`config.mk`:
```
export PLATFORM = sky130hd
export DESIGN_NAME = corner_nms_flat
export DESIGN_NICKNAME = d
export VERILOG_FILES = /design/src/rtl/corner_pkg.sv /design/src/rtl/corner_nms_if.sv /design/src/rtl/corner_fifo.sv /design/src/rtl/corner_nms.sv /design/src/flat_wrapper.sv
export SDC_FILE = /design/constraint.sdc
export NUM_CORES = 2
export LEC_CHECK = 0
export BUFFER_PORTS_ARGS = -buffer_cell sky130_fd_sc_hd__buf_2
export CELL_PAD_IN_SITES_DETAIL_PLACEMENT = 2
export CELL_PAD_IN_SITES_GLOBAL_PLACEMENT = 2
export CORE_UTILIZATION = 49
export CTS_CLUSTER_DIAMETER = 30
export DETAILED_ROUTE_END_ITERATION = 8
export GPL_ROUTABILITY_DRIVEN = 1
export GPL_TIMING_DRIVEN = 1
export PLACE_DENSITY = 0.77
export RECOVER_POWER = 25
export REMOVE_ABC_BUFFERS = 1
export SLEW_MARGIN = 0
export SYNTH_ARGS = -nofsm -noshare
export SYNTH_HDL_FRONTEND = slang
export SYNTH_MEMORY_MAX_BITS = 65536
export SYNTH_SLANG_ARGS = --single-unit
```
`constraint.sdc`:
```
create_clock -name clk -period 8.25 [get_ports clk]
set_input_delay 0.4125 -clock clk [delete_from_list [all_inputs] [get_ports clk]]
set_output_delay 0.4125 -clock clk [all_outputs]
set_load 0.01 [all_outputs]
```
`src/rtl/corner_pkg.sv`:
```
// Shared types and defaults for the corner detection back end.
package corner_pkg;

  localparam int unsigned DEF_IMG_W   = 64;
  localparam int unsigned DEF_IMG_H   = 64;
  localparam int unsigned DEF_SCORE_W = 32;
  localparam int unsigned DEF_XW      = $clog2(DEF_IMG_W);
  localparam int unsigned DEF_YW      = $clog2(DEF_IMG_H);

  // Corner record at default geometry; the collector consumes the same layout.
  typedef struct packed {
    logic        [DEF_XW-1:0]      x;
    logic        [DEF_YW-1:0]      y;
    logic signed [DEF_SCORE_W-1:0] score;
  } corner_rec_t;

endpackage

```
`src/rtl/corner_nms_if.sv`:
```
// Score input stream and corner record output handshake of corner_nms.
interface corner_nms_if
  import corner_pkg::*;
#(
  parameter int unsigned SCORE_W = DEF_SCORE_W,
  parameter int unsigned XW      = DEF_XW,
  parameter int unsigned YW      = DEF_YW
);

  logic signed [SCORE_W-1:0] score;
  logic                      score_valid;
  logic signed [SCORE_W-1:0] thresh;
  logic                      corner_valid;
  logic                      corner_ready;
  logic        [XW-1:0]      corner_x;
  logic        [YW-1:0]      corner_y;
  logic signed [SCORE_W-1:0] corner_score;
  logic                      frame_done;
  logic                      overflow;

  // Upstream score source plus downstream record consumer.
  modport master (
    output score, score_valid, thresh, corner_ready,
    input  corner_valid, corner_x, corner_y, corner_score, frame_done, overflow
  );

  // The NMS block itself.
  modport slave (
    input  score, score_valid, thresh, corner_ready,
    output corner_valid, corner_x, corner_y, corner_score, frame_done, overflow
  );

endinterface

```
`src/rtl/corner_fifo.sv`:
```
// First-word-fall-through queue of corner records with push/pop in one cycle.
module corner_fifo
  import corner_pkg::*;
#(
  parameter int unsigned DEPTH = 4,
  parameter type         rec_t = corner_rec_t
) (
  input  logic clk,
  input  logic reset,
  input  logic i_push,
  input  rec_t i_data,
  input  logic i_pop,
  output rec_t o_head,
  output logic o_empty,
  output logic o_drop
);

  localparam int unsigned PW = $clog2(DEPTH);

  rec_t          r_mem [DEPTH];
  logic [PW:0]   r_wptr;
  logic [PW:0]   r_rptr;

  logic w_empty;
  logic w_full;
  logic w_pop;
  logic w_wr;

  // Extra pointer bit distinguishes full from empty when the low bits match.
  always_comb begin
    w_empty = (r_wptr == r_rptr);
    w_full  = (r_wptr[PW] != r_rptr[PW]) && (r_wptr[PW-1:0] == r_rptr[PW-1:0]);
    w_pop   = i_pop & ~w_empty;
    // A pop in the same cycle frees the slot the push lands in.
    w_wr    = i_push & (~w_full | w_pop);
  end

  // Storage and pointer update.
  always_ff @(posedge clk or posedge reset) begin
    if (reset) begin
      r_mem  <= '{default: '0};
      r_wptr <= '0;
      r_rptr <= '0;
    end else begin
      if (w_wr) begin
        r_mem[r_wptr[PW-1:0]] <= i_data;
        r_wptr                <= r_wptr + 1'b1;
      end
      if (w_pop) begin
        r_rptr <= r_rptr + 1'b1;
      end
    end
  end

  assign o_head  = r_mem[r_rptr[PW-1:0]];
  assign o_empty = w_empty;
  assign o_drop  = i_push & w_full & ~w_pop;

endmodule

```
`src/rtl/corner_nms.sv`:
```
// Threshold plus 3x3 non-maximum suppression over a raster score stream;
// surviving corners leave as (x, y, score) records through a small queue.
module corner_nms
  import corner_pkg::*;
#(
  parameter int unsigned IMG_W      = DEF_IMG_W,
  parameter int unsigned IMG_H      = DEF_IMG_H,
  parameter int unsigned SCORE_W    = DEF_SCORE_W,
  parameter int unsigned FIFO_DEPTH = 4,
  parameter int unsigned XW         = $clog2(IMG_W),
  parameter int unsigned YW         = $clog2(IMG_H)
) (
  input logic         clk,
  input logic         reset,
  corner_nms_if.slave bus
);

  typedef logic signed [SCORE_W-1:0] score_t;

  typedef struct packed {
    logic [XW-1:0] x;
    logic [YW-1:0] y;
    score_t        score;
  } rec_t;

  // Raster position of the incoming score.
  logic [XW-1:0] r_x;
  logic [YW-1:0] r_y;

  // r_lb_a holds row y-1, r_lb_b holds row y-2.
  score_t r_lb_a [IMG_W];
  score_t r_lb_b [IMG_W];

  // r_win[row][col]: row 0 oldest (y-2), col 0 oldest (x-2).
  score_t r_win [3][3];

  // Centre evaluation is pending on the window captured at the last accept.
  logic          r_eval;
  logic [XW-1:0] r_cx;
  logic [YW-1:0] r_cy;
  logic          r_frame_done;
  logic          r_overflow;

  score_t w_col_top;
  score_t w_col_mid;
  logic   w_last_x;
  logic   w_last_y;
  logic   w_interior;
  score_t w_c;
  logic   w_corner;
  rec_t   w_rec;
  rec_t   w_head;
  logic   w_empty;
  logic   w_drop;
  logic   w_pop;

  assign w_col_top = r_lb_b[r_x];
  assign w_col_mid = r_lb_a[r_x];
  assign w_last_x  = (r_x == XW'(IMG_W - 1));
  assign w_last_y  = (r_y == YW'(IMG_H - 1));
  // Centre is (x-1, y-1); x,y >= 2 keeps it off the left/top border and keeps
  // all three window columns on the same row set. x,y never exceed W-1/H-1,
  // so the right/bottom border is excluded for free.
  assign w_interior = (r_x >= XW'(2)) && (r_y >= YW'(2));

  // Line buffers carry no reset; stale contents are masked by the border test.
  always_ff @(posedge clk) begin
    if (bus.score_valid) begin
      r_lb_b[r_x] <= r_lb_a[r_x];
      r_lb_a[r_x] <= bus.score;
    end
  end

  // Shift the 3x3 window left by one column on each accepted score.
  always_ff @(posedge clk) begin
    if (bus.score_valid) begin
      for (int r = 0; r < 3; r++) begin
        r_win[r][0] <= r_win[r][1];
        r_win[r][1] <= r_win[r][2];
      end
      r_win[0][2] <= w_col_top;
      r_win[1][2] <= w_col_mid;
      r_win[2][2] <= bus.score;
    end
  end

  // Raster counters, evaluation strobe and frame-end pulse.
  always_ff @(posedge clk or posedge reset) begin
    if (reset) begin
      r_x          <= '0;
      r_y          <= '0;
      r_eval       <= 1'b0;
      r_cx         <= '0;
      r_cy         <= '0;
      r_frame_done <= 1'b0;
    end else begin
      r_eval       <= bus.score_valid & w_interior;
      r_frame_done <= bus.score_valid & w_last_x & w_last_y;
      if (bus.score_valid) begin
        r_cx <= r_x - 1'b1;
        r_cy <= r_y - 1'b1;
        if (w_last_x) begin
          r_x <= '0;
          r_y <= w_last_y ? '0 : r_y + 1'b1;
        end else begin
          r_x <= r_x + 1'b1;
        end
      end
    end
  end

  // Corner test on the registered window. Ties resolve to the last pixel of a
  // plateau in raster order: >= against earlier neighbours, > against later.
  always_comb begin
    w_c      = r_win[1][1];
    w_corner = r_eval
             && (w_c >  bus.thresh)
             && (w_c >= r_win[0][0]) && (w_c >= r_win[0][1])
             && (w_c >= r_win[0][2]) && (w_c >= r_win[1][0])
             && (w_c >  r_win[1][2]) && (w_c >  r_win[2][0])
             && (w_c >  r_win[2][1]) && (w_c >  r_win[2][2]);
    w_rec       = '0;
    w_rec.x     = r_cx;
    w_rec.y     = r_cy;
    w_rec.score = w_c;
  end

  assign w_pop = ~w_empty & bus.corner_ready;

  corner_fifo #(
    .DEPTH (FIFO_DEPTH),
    .rec_t (rec_t)
  ) u_fifo (
    .clk     (clk),
    .reset   (reset),
    .i_push  (w_corner),
    .i_data  (w_rec),
    .i_pop   (w_pop),
    .o_head  (w_head),
    .o_empty (w_empty),
    .o_drop  (w_drop)
  );

  // Sticky drop indicator.
  always_ff @(posedge clk or posedge reset) begin
    if (reset) begin
      r_overflow <= 1'b0;
    end else if (w_drop) begin
      r_overflow <= 1'b1;
    end
  end

  assign bus.corner_valid = ~w_empty;
  assign bus.corner_x     = w_head.x;
  assign bus.corner_y     = w_head.y;
  assign bus.corner_score = w_head.score;
  assign bus.frame_done   = r_frame_done;
  assign bus.overflow     = r_overflow;

endmodule

```
`src/flat_wrapper.sv`:
```
// flat-port wrapper written by rule: the top's interface ports become plain ports
module corner_nms_flat import corner_pkg::*;
#(
  parameter int unsigned IMG_W      = DEF_IMG_W,
  parameter int unsigned IMG_H      = DEF_IMG_H,
  parameter int unsigned SCORE_W    = DEF_SCORE_W,
  parameter int unsigned FIFO_DEPTH = 4,
  parameter int unsigned XW         = $clog2(IMG_W),
  parameter int unsigned YW         = $clog2(IMG_H)
)
  (clk, reset, bus_score, bus_score_valid, bus_thresh, bus_corner_ready, bus_corner_valid, bus_corner_x, bus_corner_y, bus_corner_score, bus_frame_done, bus_overflow);
  corner_nms_if #(.SCORE_W(SCORE_W), .XW(XW), .YW(YW)) bus_i ();
  input logic clk;
  input logic reset;
  input wire logic [$bits(bus_i.score)-1:0] bus_score;
  input wire logic [$bits(bus_i.score_valid)-1:0] bus_score_valid;
  input wire logic [$bits(bus_i.thresh)-1:0] bus_thresh;
  input wire logic [$bits(bus_i.corner_ready)-1:0] bus_corner_ready;
  output wire logic [$bits(bus_i.corner_valid)-1:0] bus_corner_valid;
  output wire logic [$bits(bus_i.corner_x)-1:0] bus_corner_x;
  output wire logic [$bits(bus_i.corner_y)-1:0] bus_corner_y;
  output wire logic [$bits(bus_i.corner_score)-1:0] bus_corner_score;
  output wire logic [$bits(bus_i.frame_done)-1:0] bus_frame_done;
  output wire logic [$bits(bus_i.overflow)-1:0] bus_overflow;
  assign bus_i.score = bus_score;
  assign bus_i.score_valid = bus_score_valid;
  assign bus_i.thresh = bus_thresh;
  assign bus_i.corner_ready = bus_corner_ready;
  assign bus_corner_valid = bus_i.corner_valid;
  assign bus_corner_x = bus_i.corner_x;
  assign bus_corner_y = bus_i.corner_y;
  assign bus_corner_score = bus_i.corner_score;
  assign bus_frame_done = bus_i.frame_done;
  assign bus_overflow = bus_i.overflow;
  corner_nms #(.IMG_W(IMG_W), .IMG_H(IMG_H), .SCORE_W(SCORE_W), .FIFO_DEPTH(FIFO_DEPTH), .XW(XW), .YW(YW)) u_core (.clk(clk), .reset(reset), .bus(bus_i));
endmodule
```
==> results.txt, run 1 <==
- The flow did not finish.
* Floorplan die width: about 600 µm
- In this run the cell area of the synthesized design comes to between 0.15 and 0.2 mm².
- After technology mapping, the gate count stands at roughly 9,400.
- Top cell type's share of synthesized area: 0.768
- Dominant synthesized flop cell: sky130_fd_sc_hd__edfxtp_1
* First error: [ERROR DPL-0033] detailed placement checks failed during check placement.
* Post-synthesis sequential element count: between 4,000 and 5,000
- Buffers on Ports: 114
- Counting flops with a built-in enable in the synthesized netlist gives roughly 4,400.
- The wire-length estimate of the detail-placed layout is between 400,000 and 500,000 µm.
- Counting flops with an async set or reset pin after synthesis yields a share of 0.0455.
- The synthesized netlist contains 65 unique library cells.
* Vertical die dimension: between 500 and 600 µm
- The initial utilization of the core area, before any placement, comes to 0.494.
* Top cells by area in the synthesized netlist: sky130_fd_sc_hd__edfxtp_1 77%, sky130_fd_sc_hd__a22oi_1 7.0%, sky130_fd_sc_hd__dfrtp_1 3.1%, sky130_fd_sc_hd__ha_1 2.2%, sky130_fd_sc_hd__a221oi_1 1.2%
- Cell type with the highest aggregate area in the netlist: sky130_fd_sc_hd__edfxtp_1
- Total I/O pin count: about 120
- Count of standard-cell rows: around 220
- Yosys Warn Count: 0
- Post-synthesis sequential area ratio: 0.798
- At the end of routability-driven placement, the weighted congestion stood at roughly 0.85.
- The average instance in the mapped netlist occupies between 15 and 20 µm².
- The run ended at detailed placement (3_5_place_dp).
==> kinds of logic after synthesis <==
family	share of synthesized area
adder cells (fa/ha/maj)	0.0218
multiplexers	0.0177
AO/OA/AOI/OAI	0.123
buffers and inverters	0.0194
XOR/XNOR	0.00102
AND/OR/NAND/NOR	0.0188
flip-flops	0.798
==> per-stage QoR <==
step                    area [µm²]  setup slack [ns]  hold WS (ns)
after global placement      179000              3.13         0.433
after floorplan             169000            -26.79         0.426
==> synth_stat cells, types with 4 or more instances <==
cell                           n
sky130_fd_sc_hd__a211oi_1      8
sky130_fd_sc_hd__buf_6        12
sky130_fd_sc_hd__a2111oi_0     4
sky130_fd_sc_hd__a21boi_0      4
sky130_fd_sc_hd__xor2_1        4
sky130_fd_sc_hd__and3_1       10
sky130_fd_sc_hd__nor3_1       13
sky130_fd_sc_hd__a22oi_1    1588
sky130_fd_sc_hd__a41oi_1     177
sky130_fd_sc_hd__and4_1        5
sky130_fd_sc_hd__buf_4         4
sky130_fd_sc_hd__a21o_1       40
sky130_fd_sc_hd__a31oi_1     231
sky130_fd_sc_hd__nand3_1      88
sky130_fd_sc_hd__mux4_2       44
sky130_fd_sc_hd__clkbuf_1    460
sky130_fd_sc_hd__buf_1        79
sky130_fd_sc_hd__mux2i_1       4
sky130_fd_sc_hd__o21a_1        4
sky130_fd_sc_hd__o21ai_0      38
sky130_fd_sc_hd__or3_1         4
sky130_fd_sc_hd__dfrtp_1     209
sky130_fd_sc_hd__inv_1       300
sky130_fd_sc_hd__xnor2_1      16
sky130_fd_sc_hd__ha_1        299
sky130_fd_sc_hd__nand2_1      85
sky130_fd_sc_hd__nand4_1     164
sky130_fd_sc_hd__a21oi_1     228
sky130_fd_sc_hd__nor4_1       83
sky130_fd_sc_hd__edfxtp_1   4384
sky130_fd_sc_hd__o211ai_1     10
sky130_fd_sc_hd__a22o_1      230
sky130_fd_sc_hd__mux2_2       86
sky130_fd_sc_hd__or2_2         4
sky130_fd_sc_hd__a221oi_1    236
sky130_fd_sc_hd__nor2b_1       9
sky130_fd_sc_hd__mux2_1       92
sky130_fd_sc_hd__nor2_1      105
==> run 2, diff against run 1 <==
- CELL_PAD_IN_SITES_DETAIL_PLACEMENT: 2 -> default
- CELL_PAD_IN_SITES_GLOBAL_PLACEMENT: 2 -> default
- CORE_UTILIZATION: 49 -> 35
- CTS_CLUSTER_DIAMETER: 30 -> default
- PLACE_DENSITY: 0.77 -> default
- PLACE_DENSITY_LB_ADDON: default -> 0.15
==> results.txt, run 2 <==
* Run status: finished with violations
* Violations in the final reports: max-capacitance violations, max-slew violations
- The filler cells instantiated in the layout total about 43,000.
* Clock slew at the register clock pins of the worst setup and hold paths: ~0.060 ns
- The worst setup path is launched from a flip-flop.
- Dividing the detail-routed wire length by the instance count gives ~37 µm.
- Traced cell by cell, the critical path runs through clkinv_1 -> nor3_2 -> buf_4 -> buf_4 -> a22oi_1 -> a41oi_1 -> a21oi_1 -> nand3_2.
- Among the stages of the critical path, the cell type that occurs most often is sky130_fd_sc_hd__buf_4.
* Met2 wire len: 293,000 µm
- Met3 layer wire length in the routed design: between 50,000 and 60,000 µm
- Mean Syn Cell Area: 18.2 µm² (unchanged)
- Commonest cells after routing, fill and taps aside: 4,384 x sky130_fd_sc_hd__edfxtp_1, 1,588 x sky130_fd_sc_hd__a22oi_1, 472 x sky130_fd_sc_hd__clkbuf_16, 299 x sky130_fd_sc_hd__inv_1, 299 x sky130_fd_sc_hd__ha_1
- The gate count after technology mapping is 9,413 (unchanged).
- In this run the power density over the cells is 350 mW/mm².
- The core region is 0.487 mm².
- The most common cell in the synthesized netlist is sky130_fd_sc_hd__edfxtp_1.
- Leaving out fill and tap cells, the most frequent cell in the layout is sky130_fd_sc_hd__edfxtp_1.
- The count of unique library cells instantiated by Yosys came to 65 (unchanged).
- Post-synthesis sequential element count: 4,593 (unchanged)
* Yosys Warn Count: 0 (unchanged)
- End-of-flow core utilization: 0.404
- The number of core rows is 256 (+19%).
- The worst hold path begins at bus_corner_ready.
- Hold Crit Class: in -> reg
- Top cells by area in the synthesized netlist: sky130_fd_sc_hd__edfxtp_1 77%, sky130_fd_sc_hd__a22oi_1 7.0%, sky130_fd_sc_hd__dfrtp_1 3.1%, sky130_fd_sc_hd__ha_1 2.2%, sky130_fd_sc_hd__a221oi_1 1.2%
- The number of cells on the worst reg-to-reg path is 8.
* Cell type with the highest aggregate area in the netlist: sky130_fd_sc_hd__edfxtp_1
- Area growth, synth to finish: 14.7%
- Max Fanout on Critical Path: 65
* Violation count after the first detailed-route iteration: 13,600
- STA puts the critical path data arrival time at approximately 5.8 ns.
* Final number of hold-violating endpoints: 0
- Total Routed Length: between 600,000 and 700,000 µm
- Hold Path Depth: 4
* Number of nets in the layout: just over 10,000
* Vertical die dimension: 702 µm (+18%)
- The worst setup path is captured at a flip-flop.
- The share of the synthesized area in the top cell type came to 0.768 (unchanged).
- Topmost layer with routed signal wires: met5
* Count of vias placed by the detailed router: approximately 100,000
- Relative slew slack: -2.90
- The number of max-slew violations in the final report is 2,245.
- Fraction of final layout cells with drive strength greater than 1: 0.127
- Transition time at the pin with the least slew margin: approximately 5.8 ns
- Reg2reg end: u_core.r_lb_b[54][20]$_DFFE_PP_
- The critical path is of the reg -> reg type.
- CP max stage cell: sky130_fd_sc_hd__nor3_2
* Minimum period implied by the final worst setup slack: between 5 and 6 ns
- The worst-case IR drop observed on VDD is 0.290 mV.
* Setup violators final: 0
- Total I/O pin count: 115 (unchanged)
- Gp weighted congestion: 0.801 (-6.0%)
- The final HPWL from detailed placement came to 317,000 µm (-36%).
* Setup Skew: roughly 0.067 ns
- Max Root-Sink Buffers: 4
- Area of the die: roughly 0.49 mm²
* Overall power: between 60 and 70 mW
- In the routed layout, each cell is associated on average with a via count of roughly 6.
- The detail route stage leaves a number of antenna-violating nets equal to 0.
- The H-tree was split into 5 levels.
- Post-route DRC: 0
* Synth cell count leaders: 4,384 x sky130_fd_sc_hd__edfxtp_1, 1,588 x sky130_fd_sc_hd__a22oi_1, 460 x sky130_fd_sc_hd__clkbuf_1, 300 x sky130_fd_sc_hd__inv_1, 299 x sky130_fd_sc_hd__ha_1
- CTS buffer count: 468
- Area occupied by registers: 0.137 mm²
* RSZ-0062 raised after global routing: false
* Clk Latency, worst-skew pair: ~1.1 ns
* Floorplan die width: 702 µm (+18%)
* Buffers on Ports: 114 (unchanged)
- Total instance count after detailed placement: approximately 16,000
* CTS tree: built
- After global routing the overflow that remains totals 0.
- Across the run, the number of max-cap violations was 33.
* CTS root buffer: sky130_fd_sc_hd__clkbuf_16
- Dominant synthesized flop cell: sky130_fd_sc_hd__edfxtp_1
- Drt first pass iters: 6
* Critical R2R Launch: u_core.r_x[1]$_DFFE_PP0P_
* Post-synthesis sequential area ratio: 0.798 (unchanged)
* Via count of the first global-routing pass: 98,100
- The first global-routing pass estimated between 800,000 and 900,000 µm of wire.
* Overall fraction of global-route tracks in use: 0.244
- Entering global routing, the biggest net connects ~130 pins.
* Worst setup path start: u_core.r_x[1]$_DFFE_PP0P_
* Min-Delay Endpoint: u_core.u_fifo.r_rptr[2]$_DFFE_PP0P_
- Final worst hold slack: approximately 0.25 ns
- Final Instance Count excl. Fillers: approximately 17,000
- Number of synthesized flops with an enable pin: 4,384 (unchanged)
* Top flop regs: u_core.r_lb_a: 2048 flops, u_core.r_lb_b: 2048 flops, u_core.r_win: 288 flops
- Summed over all cells, the static leakage comes to between 60 and 70 nW.
- In this design, the stage delay of the slowest critical-path cell is between 0.9 and 1 ns.
- The clock net in this run drives a total of approximately 4,600 sinks.
- Final Cycle Share: 0.627
- Data required time of the worst path: between 8 and 9 ns
- Netlist Area Pre-Place: 0.171 mm² (unchanged)
- Fraction of registers with async set or reset after synthesis: 0.0455 (unchanged)
- After clock tree synthesis, the repair step resized 0 gates.
* Met1 Routed Length: around 260,000 µm
- Reg-to-reg setup timing slack: just over 3 ns
- Antenna violations before repair: 46
* Post-Route Setup TNS: 0 ns
- Summing all multi-input logic gate instances after layout gives 0.0320 mm².
- Timing would allow up to ~190 MHz.
* Initial cell density of the core: 0.352 (-0.142)
-- run 2: cell counts after synthesis --
Identical to the previous run, type by type.
-- run 2: critical path: cells and delay by family, from the launching register on --
family | cells | cell delay, ns
buf+inv | 3 | 1.59
compound gates | 3 | 0.59
simple gates | 2 | 1.89
flops | 1 | 0.57
-- run 2: layer usage --
metal  vias up  GRT usage
met2      5138      0.400
met3       819     0.0399
li1      40200          -
met5         -          0
met1     53800      0.340
met4        18     0.0607
-- run 2: cells by family after synthesis --
logic type / synth area share
xor+xnor: 0.00102
flops: 0.798
compound gates: 0.123
mux: 0.0177
simple gates: 0.0188
buf+inv: 0.0194
fa+ha+maj: 0.0218
-- run 2: layout make-up --
| cell class | count | area share |
|---|---|---|
| clock buffers | 597 | 0.0627 |
| diodes | 17 | 0.000216 |
| multi-input cells | 3961 | 0.163 |
| flip-flops and latches | 4593 | 0.696 |
| repair buffers | 442 | 0.0187 |
| inverters | 302 | 0.00577 |
| well taps | 6450 | 0.0410 |
| clock inverters | 266 | 0.0130 |
-- run 2: worst max path at each step --
stage | to | slack (ns) | depth (start not counted)
global route | u_core.u_fifo.r_rptr[0]$_DFFE_PP0P_ | 2.61 | 3
detailed placement | u_core.u_fifo.r_mem[143]$_DFFE_PP0P_ | 2.86 | 11
floorplan | u_core.r_lb_a[25][0]$_DFFE_PP_ | -26.79 | 4
CTS | u_core.u_fifo.r_mem[36]$_DFFE_PP0P_ | 2.83 | 11
finish | u_core.r_lb_b[54][20]$_DFFE_PP_ | 3.07 | 8
global placement | u_core.u_fifo.r_mem[5]$_DFFE_PP0P_ | 2.96 | 11
-- run 2: stage by stage --
stage	setup WS [ns]	cell area, µm²
global route	2.61	197000
detailed placement	2.86	182000
floorplan	-26.79	169000
CTS	2.83	197000
finish	3.07	197000
global placement	2.96	182000
-- run 2: what timing repair did --
action,CTS,global route
endpoints found under the hold margin,170,0
setup buffers,0,0
setup endpoints to repair,0,0
hold buffers,3,0
-- run 2: power by group --
part / leakage, nW / internal (mW) / switching, mW
clock network: 7.26 / 11.8 / 9.14
registers: 42.7 / 30.9 / 0.781
logic: 13.0 / 3.64 / 12.5
(Power assumes the default switching activity.)
